<file path="src/rtl/font_rom_arbiter.sv">
// font_rom_arbiter: shares one synchronous font ROM among N_REQ requesters.
// Stage 1 selects a winner from req & ~gnt, then registers a one-hot gnt and
// the winner's address onto rom_addr. Stage 2 flags the returned word one
// cycle later and tags it with the winner index.
// Build option: define FONT_ARB_FIXED_PRIO_EN for fixed priority (req[0]
// highest). Leave it undefined for round-robin with a rotating pointer.
module font_rom_arbiter #(
   parameter int N_REQ  = 4,
   parameter int ADDR_W = 11,
   parameter int DATA_W = 8
) (
   input  logic                    clk,
   input  logic                    reset,
   input  logic [N_REQ-1:0]        req,
   input  logic [N_REQ*ADDR_W-1:0] req_addr,
   output logic [N_REQ-1:0]        gnt,
   output logic [ADDR_W-1:0]       rom_addr,
   input  logic [DATA_W-1:0]       rom_data,
   output logic                    rd_valid,
   output logic [1:0]              rd_id,
   output logic [DATA_W-1:0]       rd_data,
   output logic                    busy
);

   logic [N_REQ-1:0]  gnt_d,      gnt_q;
   logic [ADDR_W-1:0] rom_addr_d, rom_addr_q;
   logic [1:0]        win_d,      win_q;      // index behind the current gnt
   logic              rd_valid_d, rd_valid_q;
   logic [1:0]        rd_id_d,    rd_id_q;
   logic              busy_d,     busy_q;

   logic [N_REQ-1:0]  eligible_s;
   logic              found_s;
   logic              hit_s;
   logic [1:0]        win_s;
   logic [1:0]        cand_s;
   logic [ADDR_W-1:0] addr_s [N_REQ];
`ifndef FONT_ARB_FIXED_PRIO_EN
   logic [1:0]        ptr_d,      ptr_q;
`endif

   // Winner search: the first eligible requester in search order.
   // A requester granted last cycle is masked so one held request is served once.
   always_comb begin
      eligible_s = req & ~gnt_q;
      found_s    = 1'b0;
      hit_s      = 1'b0;
      win_s      = 2'd0;
      cand_s     = 2'd0;
      for (int i = 0; i < N_REQ; i++) begin
`ifdef FONT_ARB_FIXED_PRIO_EN
         cand_s  = 2'(i);
`else
         cand_s  = ptr_q + 2'(i);
`endif
         hit_s   = !found_s && eligible_s[cand_s];
         win_s   = hit_s ? cand_s : win_s;
         found_s = found_s | hit_s;
      end
   end

   // Stage-1 next state: the grant pulse, the winner address, and the pointer update.
   always_comb begin
      for (int i = 0; i < N_REQ; i++) begin
         addr_s[i] = req_addr[i*ADDR_W +: ADDR_W];
      end
      gnt_d      = {N_REQ{1'b0}};
      rom_addr_d = rom_addr_q;
      win_d      = win_q;
`ifndef FONT_ARB_FIXED_PRIO_EN
      ptr_d      = ptr_q;
`endif
      if (found_s) begin
         gnt_d      = {{(N_REQ-1){1'b0}}, 1'b1} << win_s;
         rom_addr_d = addr_s[win_s];
         win_d      = win_s;
`ifndef FONT_ARB_FIXED_PRIO_EN
         ptr_d      = win_s + 2'd1;
`endif
      end else begin
         gnt_d      = {N_REQ{1'b0}};
         rom_addr_d = rom_addr_q;
      end
   end

   // Stage-2 next state: the ROM answers one cycle after the grant, so tag that cycle.
   always_comb begin
      rd_valid_d = |gnt_q;
      rd_id_d    = rd_id_q;
      if (|gnt_q) begin
         rd_id_d = win_q;
      end else begin
         rd_id_d = rd_id_q;
      end
      busy_d = (|gnt_d) | rd_valid_d;
   end

   // Pipeline registers. Reset drops in-flight reads and restarts the pointer.
   always_ff @(posedge clk) begin
      if (reset) begin
         gnt_q      <= {N_REQ{1'b0}};
         rom_addr_q <= {ADDR_W{1'b0}};
         win_q      <= 2'd0;
         rd_valid_q <= 1'b0;
         rd_id_q    <= 2'd0;
         busy_q     <= 1'b0;
`ifndef FONT_ARB_FIXED_PRIO_EN
         ptr_q      <= 2'd0;
`endif
      end else begin
         gnt_q      <= gnt_d;
         rom_addr_q <= rom_addr_d;
         win_q      <= win_d;
         rd_valid_q <= rd_valid_d;
         rd_id_q    <= rd_id_d;
         busy_q     <= busy_d;
`ifndef FONT_ARB_FIXED_PRIO_EN
         ptr_q      <= ptr_d;
`endif
      end
   end

   // Pass the ROM word through only while it belongs to a granted read.
   always_comb begin
      if (rd_valid_q) begin
         rd_data = rom_data;
      end else begin
         rd_data = {DATA_W{1'b0}};
      end
   end

   assign gnt      = gnt_q;
   assign rom_addr = rom_addr_q;
   assign rd_valid = rd_valid_q;
   assign rd_id    = rd_id_q;
   assign busy     = busy_q;

endmodule

</file>
<file path="config.mk">
export PLATFORM = sky130hd
export DESIGN_NAME = font_rom_arbiter
export DESIGN_NICKNAME = d
export VERILOG_FILES = /design/src/rtl/font_rom_arbiter.sv
export SDC_FILE = /design/constraint.sdc
export NUM_CORES = 1
export LEC_CHECK = 0
export ABC_AREA = 0
export CAP_MARGIN = 20
export CORE_MARGIN = 4
export CORE_UTILIZATION = 35
export DETAILED_ROUTE_END_ITERATION = 6
export PLACE_DENSITY = 0.77
export SLEW_MARGIN = 20
export SYNTH_ARGS = -nofsm -noshare
export SYNTH_HDL_FRONTEND = slang
export SYNTH_SLANG_ARGS = --single-unit
export TNS_END_PERCENT = 100
</file>
<file path="constraint.sdc">
create_clock -name clk -period 4.1 [get_ports clk]
set_input_delay 0.615 -clock clk [delete_from_list [all_inputs] [get_ports clk]]
set_output_delay 0.615 -clock clk [all_outputs]
set_load 0.01 [all_outputs]
</file>
Word-level counts from Yosys, hierarchy flattened. Index checks and enable logic that the tools add are counted.

Register bits after elaboration: 23. Input bits: 58. Output and inout bits: 27. Word-level logic and storage cells: 49.

Multiplexer cells: 17. Reductions and logical operators: 8. Order comparisons: 5. Shift operators: 1. $add $sub $neg: 4. Bitwise operators: 7.

Operator list (number): 11-bit binary-select mux with 2-bit select (1); 11-bit two-way mux (2); 2-bit by 3-bit less-than comparator with 1-bit output (second input constant) (4); 1-bit binary-select mux with 2-bit select (4); 2-bit two-way mux (4); 8-bit two-way mux (1); 4-bit OR reduction (2); 2-bit by 1-bit adder with 2-bit output (second input constant) (2); 2-bit adder (second input constant) (2); 4-bit bitwise AND (1); 1-bit two-way mux (4); 4-bit two-way mux (1); 4-bit NOT (1); 1-bit bitwise OR (4); 1-bit by 2-bit left shift with 4-bit output (first input constant) (1); 3-bit greater-or-equal comparator (second input constant) (1); 1-bit logical AND (3); 1-bit zero test (3); 2-bit NOT with 3-bit output (1).

Depth between registers and ports, before layout. Gate-level depths: netlist (run 1).

Depth after elaboration: 17. Depth in mapped cells: 7. Gate-level depth less buffers: 5.

Worst setup path before layout (run 1). Ideal clock, no wire load.

Kind: input to register. From: input req[0]. To: register rom_addr_q[10], in the netlist rom_addr[10]. Setup slack: 2113 ps. Buffers on the path: 1. Arrival time: 1848 ps. Required time: 3962 ps. Stages: 6. Setup time: 138 ps. Cell sequence: nor2b_1 > a221o_1 > a21o_1 > buf_6 > a2111oi_0 > a211oi_1.

Longest elaborated chain between the ends: 16. Elaborated cells between the ends (all ways): 26. Those cells by class: 15 x mux; 5 x bitwise; 6 x reduce/logical.

Ends and longest elaborated chain: start, declared (RTL line 14) `input logic [N_REQ-1:0] req,`; 4-bit bitwise AND (*) (RTL line 45) `eligible_s = req & ~gnt_q;`; 1-bit binary-select mux with 2-bit select (RTL line 56) `hit_s = !found_s && eligible_s[cand_s];`; 1-bit two-way mux (implied by the code) (RTL line 56); 1-bit zero test (RTL line 56); 1-bit logical AND (RTL line 56); 1-bit bitwise OR (RTL line 58) `found_s = found_s | hit_s;`; 1-bit zero test (RTL line 56); 1-bit logical AND (RTL line 56); 1-bit bitwise OR (RTL line 58); 1-bit zero test (RTL line 56); 1-bit logical AND (RTL line 56); 2-bit two-way mux (RTL line 57) `win_s = hit_s ? cand_s : win_s;`; 2-bit NOT with 3-bit output (implied by the code) (RTL line 75) `rom_addr_d = addr_s[win_s];`; 11-bit binary-select mux with 2-bit select (RTL line 75); 11-bit two-way mux (implied by the code) (2 in series) (RTL line 75); end signal, assigned (RTL line 102) `rom_addr_q <= {ADDR_W{1'b0}};`; end signal, assigned (RTL line 112) `rom_addr_q <= rom_addr_d;`; end, declared (RTL line 26) `logic [ADDR_W-1:0] rom_addr_d, rom_addr_q;`.

Every way passes the cells marked *; elsewhere a longest branch is shown, timed or not. The select of a mux whose other input is x is not followed. A chain may end at the register's enable or synchronous reset.

Worst setup path in the final report (run 1).
From: input req[3]. To: register rom_addr_q[5], in the netlist rom_addr[5].

Same word-level chain as after synthesis.

==> impl_metrics.yaml, run 1 <==
grt:
  antenna_found_initial: 0
  grt_pass1_wl_um: 6320
  grt_max_degree: 22
  gr-total-overflow: 0
  grt_pass1_vias: 1395
  grt_util_all_layers_pct: 15.6
power:
  seqPwrFrac_pct: 31.6
  combinationalPowerShare_pct: 55.2
  p_sw_mw: 0.420
  cellPowerDensity_mw_per_mm2: 492
  sw_frac_of_total_pct: 38.1
  ir_drop_mv: 0.258
  p_clk_share_pct: 13.2
  p_int_mw: 0.682
  leakagePower_nw: 0.855
timing:
  maxSlewHeadroom_pct: 33.9
  worst_pin_slew_ps: 992
  fin_skew_ps: 3.05
  setup_violations: 0
  hold_ws_ps: 472
  fin_crit_sh_pct: 75.2
  min_period_ps: 3080
  max_freq_ghz: 0.324
  grt_setup_unrepaired: "no"
  worst_slack_ps: 1020
  slew_viol_final: 0
  finalHoldViolCount: 0
  fin_setup_tns_ps: 0
synthesis:
  netlist_top_cells_area: "dfxtp_1 34%, mux2i_1 11%, a211oi_1 11%"
  synthesis.area_mm2: 0.00134
  synth_common_cells: "23 x dfxtp_1, 19 x a211oi_1, 15 x mux2i_1"
  ys_async_sr_fraction_pct: 0
  synthFlopType: "dfxtp_1"
  synth_cell_types: 33
  mappedNetlistNets: 206
  synth.most_common_cell: "dfxtp_1"
  synth_edf_count: 0
  ys_ff_latch: 23
  yosysTopAreaCellShare_pct: 34.3
  yosysSeqAreaShare_pct: 34.3
  yosys_warnings: 0
  netlist_instances: 148
  avgSynthCellArea_um2: 9.06
  synth.largest_area_cell: "dfxtp_1"
clock_tree:
  cts_hold_buf: 0
  h-tree-depth: 1
  cts_buffers: 3
  path_clk_slew_ps: 90
  clk_latency_ps: 260
  clockBufferDepth: 2
  cts_tree: "done"
  post_cts_buffers: 0
  ctsResizeCount: 0
  cts.sinks: 23
  cts.root.buffer_cell: "clkbuf_8"
critical_path:
  end_kind: "flop"
  r2r_cells: 5
  crit_fanout: 20
  cp_data_arrival_time_ps: 3210
  cp-start-kind: "input pin"
  path_class: "in2reg"
  worst_ep_required_time_ps: 4230
  rrSetupSlack_ps: 1410
hold_path:
  hold_path.class: "reg2reg"
  min_path_cells: 2
placed_design:
  gp_congestion: 0.777
  hpwl_um: 3100
  portBuffers: 84
  pre_cts_ws_ps: 788
floorplan:
  coreArea_mm2: 0.00369
  fp.dieH_um: 69.9
  die_x_um: 69.9
  dieArea_mm2: 0.00489
  initial_core_util_pct: 36.4
  rows: 22
  io-pin-count: 85
final_layout:
  finalNetCount: 286
  multi_input_area_um2: 785
  fillers: 342
  final_util_pct: 60.7
  antennaDiodeCount: 0
  seq_area_um2: 460
  layout-drive-gt1-share_pct: 4.41
  area_delta_synth_final_pct: 67.0
drt:
  antenna_left: 0
  num_vias: 1413
  route.detailed.drc: 0
  first_iter_violations: 72
  first_pass_iters: 4
  drt-wirelength-per-cell_um: 14.5
  via_per_inst: 5.14
  wl_um: 3980
run_status:
  outcome: "complete, no violations"
run:
  cap_viol_max_count: 0
[metal layers]
metal  vias up  routed length (µm)  global-route usage [%]
met5         -                   0                       0
met4         0                  80                    6.60
met3         6                 164                    2.30
met2        42                2030                    27.2
met1       651                1710                    18.9
li1        714                   -                       -
[metrics by stage]
step           total power, mW  instance area [µm²]  cells
3_3_place_gp             0.960                 2190    271
5_1_grt                   1.17                 2240    275
6_report                  1.10                 2240    275
4_1_cts                   1.11                 2240    275
3_5_place_dp             0.962                 2190    271
2_1_floorplan            0.719                 1340    148
[power groups by stage]
| stage | Clock [mW] | Combinational (mW) | Sequential [mW] |
|---|---|---|---|
| final | 0.145 | 0.609 | 0.349 |
| after global routing | 0.155 | 0.657 | 0.359 |
| after CTS | 0.147 | 0.612 | 0.349 |
| after detailed placement | 0 | 0.609 | 0.354 |
| after global placement | 0 | 0.605 | 0.354 |
| after floorplan | 0 | 0.345 | 0.374 |
[critical path: stages]
cell and delay [ps]:
clkdlybuf4s50_1 440, nor2b_1 300, o221ai_1 510, a21o_1 610, a2111oi_0 640, a211oi_1 100
[registers in the layout, summed over array words and instances (netlist names)]
| signal | cells |
|---|---|
| win_q | 2 |
| ptr_q | 2 |
| rd_valid | 1 |
| rom_addr | 11 |
| gnt | 4 |
| rd_id | 2 |
| busy | 1 |
[area by class of cell]
class | instances | share of cell area (%)
Multi-Input combinational cell | 104 | 35.0
Timing Repair Buffer | 84 | 37.5
Sequential cell | 23 | 20.6
Inverter | 12 | 2.01
Tap cell | 48 | 2.68
Clock buffer | 3 | 1.84
Clock inverter | 1 | 0.335
[cells by family after synthesis]
| kind of cell | count (synthesis) | synth area share, % |
|---|---|---|
| flops | 23 | 34.3 |
| compound gates | 53 | 31.5 |
| buf+inv | 21 | 7.18 |
| simple gates | 35 | 15.1 |
| mux | 15 | 11.2 |
| xor+xnor | 1 | 0.653 |
[cells in the final DEF (no fill, tap or decap)]
cell,n
o21ai_1,1
a21oi_2,1
a2111oi_0,9
nand3b_1,2
or3_1,2
nand2_1,2
o21ai_0,1
clkinvlp_4,1
xnor2_1,1
nor2_1,9
a221o_1,1
nand3_1,1
a21o_1,1
nor4_2,1
inv_1,12
o221ai_1,1
nand2b_1,3
and2_1,8
dfxtp_1,23
nor4_1,1
o21bai_1,9
clkbuf_8,3
a211oi_1,19
nor2b_1,4
a21oi_1,6
o221ai_2,2
nor3b_1,1
o211ai_1,1
nor2b_2,1
a22oi_4,1
mux2i_1,15
clkdlybuf4s50_1,84
[final timing paths]
kind                          from                  endpoint
min          win_q[0]$_SDFFE_PP0P_     win_q[0]$_SDFFE_PP0P_
min reg2reg  win_q[0]$_SDFFE_PP0P_     win_q[0]$_SDFFE_PP0P_
max                         req[3]  rom_addr[5]$_SDFFE_PP0P_
max reg2reg      gnt[2]$_SDFF_PP0_  rom_addr[5]$_SDFFE_PP0P_
Power figures use the tool's default switching activity.
==> inputs of run 2 (changes only) <==
Settings changed: CORE_UTILIZATION 35 to 33.
Clock period 4.1 ns to 2.8 ns, I/O delays scaled along.
==> impl_metrics.yaml, run 2 (synthesis results as in run 1) <==
critical_path:
  worst_ep_required_time_ps: 2950
  cp-endpoint: "rom_addr[5]$_SDFFE_PP0P_"
  cp-startpoint: "req[3]"
  end_kind: "flop"
  critPathSlowestCell: "clkdlybuf4s50_1"
  r2r_cells: 6
  cp_data_arrival_time_ps: 2470
  path_class: "in2reg"
  cp-start-kind: "input pin"
  slowest_delay_ps: 440
  crit_chain: "clkdlybuf4s50_1 -> nor2b_1 -> o221ai_1 -> a21o_1 -> buf_4 -> a2111oi_0 -> a211oi_1"
  r2r-end: "rom_addr[5]$_SDFFE_PP0P_"
  r2r-start: "gnt[3]$_SDFF_PP0_"
  crit_fanout: 8
  rrSetupSlack_ps: 750
final_layout:
  layout-drive-gt1-share_pct: 7.66
  largest_reg_flops: 11
  finalNetCount: 294
  antennaDiodeCount: 0
  area_delta_synth_final_pct: 71.5
  final_common_cell: "clkdlybuf4s50_1"
  layout_common_cells: "84 x clkdlybuf4s50_1, 23 x dfxtp_1, 19 x a211oi_1"
floorplan:
  rows: 22
  die_x_um: 71.8
  fp.dieH_um: 71.8
  dieArea_mm2: 0.00515
  coreArea_mm2: 0.00380
  initial_core_util_pct: 35.3
  io-pin-count: 85
timing:
  maxSlewHeadroom_pct: 49.7
  fin_setup_tns_ps: 0
  slew_viol_final: 0
  hold_ws_ps: 495
  grt_setup_unrepaired: "no"
  setup_violations: 0
  max_freq_ghz: 0.430
  finalHoldViolCount: 0
  worst_pin_slew_ps: 748
  min_period_ps: 2330
  fin_skew_ps: 3.04
  fin_crit_sh_pct: 83.1
clock_tree:
  cts.root.buffer_cell: "clkbuf_8"
  clk_latency_ps: 270
  h-tree-depth: 1
  cts_buffers: 3
  post_cts_buffers: 0
  cts_hold_buf: 0
  cts.sinks: 23
  clockBufferDepth: 2
  cts_tree: "done"
  path_clk_slew_ps: 90
  ctsResizeCount: 0
drt:
  num_vias: 1440
  antenna_left: 0
  via_per_inst: 5.09
  wl_um: 4070
  first_pass_iters: 4
  first_iter_violations: 74
  drt-wirelength-per-cell_um: 14.4
  route.detailed.drc: 0
power:
  cellPowerDensity_mw_per_mm2: 729
  ir_drop_mv: 0.447
  power_mw: 1.68
  leakagePower_nw: 0.894
placed_design:
  portBuffers: 84
  hpwl_um: 3180
  gp_congestion: 0.775
grt:
  antenna_found_initial: 0
  grt_pass1_wl_um: 6530
  grt_pass1_vias: 1362
  grt_max_degree: 15
  gr-total-overflow: 0
  grt_util_all_layers_pct: 15.5
run:
  cap_viol_max_count: 0
hold_path:
  hold_path.class: "reg2reg"
run_status:
  outcome: "complete, no violations"
==> run 2: changes by cell type in the layout (fill, tap and decap cells not counted) <==
cell	before	now
buf_4	0	8
==> run 2: worst min-delay path by stage <==
stage | from | end | slack, ps | cells after the start
6_report | win_q[0]$_SDFFE_PP0P_ | win_q[0]$_SDFFE_PP0P_ | 490 | 2
3_3_place_gp | win_q[0]$_SDFFE_PP0P_ | win_q[0]$_SDFFE_PP0P_ | 470 | 2
5_1_grt | win_q[0]$_SDFFE_PP0P_ | win_q[0]$_SDFFE_PP0P_ | 510 | 2
4_1_cts | win_q[0]$_SDFFE_PP0P_ | win_q[0]$_SDFFE_PP0P_ | 500 | 2
2_1_floorplan | win_q[0]$_SDFFE_PP0P_ | win_q[0]$_SDFFE_PP0P_ | 440 | 2
3_5_place_dp | win_q[0]$_SDFFE_PP0P_ | win_q[0]$_SDFFE_PP0P_ | 480 | 2
==> run 2: through the flow <==
stage / util (%) / cell area (µm²) / instances / setup slack [ps]
after floorplan: - / 1340 / 148 / 1010
after global placement: 59.3 / 2250 / 279 / 288
after detailed placement: 59.3 / 2250 / 279 / 163
after CTS: 60.5 / 2300 / 283 / 458
after global routing: 60.5 / 2300 / 283 / 263
final: 60.5 / 2300 / 283 / 474
==> run 2: metal layers <==
metal / wire, µm / vias up / track usage, %
li1: - / 727 / -
met1: 1720 / 660 / 19.0
met2: 2020 / 49 / 26.6
met3: 294 / 4 / 4.07
met4: 35 / 0 / 4.38
met5: 0 / - / 0
==> run 2: cell type report <==
type,count,area [µm²]
fill,347,1500
timing repair buffer,92,901
multi-input combinational,104,785
sequential,23,460
tap,48,60.1
inverter,12,45.0
clock buffer,3,41.3
clock inverter,1,7.51
==> run 2: critical path, delay by kind of cell <==
family / cells / cell delay [ps]
AO/OA/AOI/OAI: 4 / 1060
buffers and inverters: 2 / 650
AND/OR/NAND/NOR: 1 / 340
==> run 2: power breakdown <==
part	internal, mW	switching [mW]	total (mW)
Clock	0.101	0.119	0.220
Combinational	0.505	0.440	0.944
Sequential	0.435	0.0765	0.512
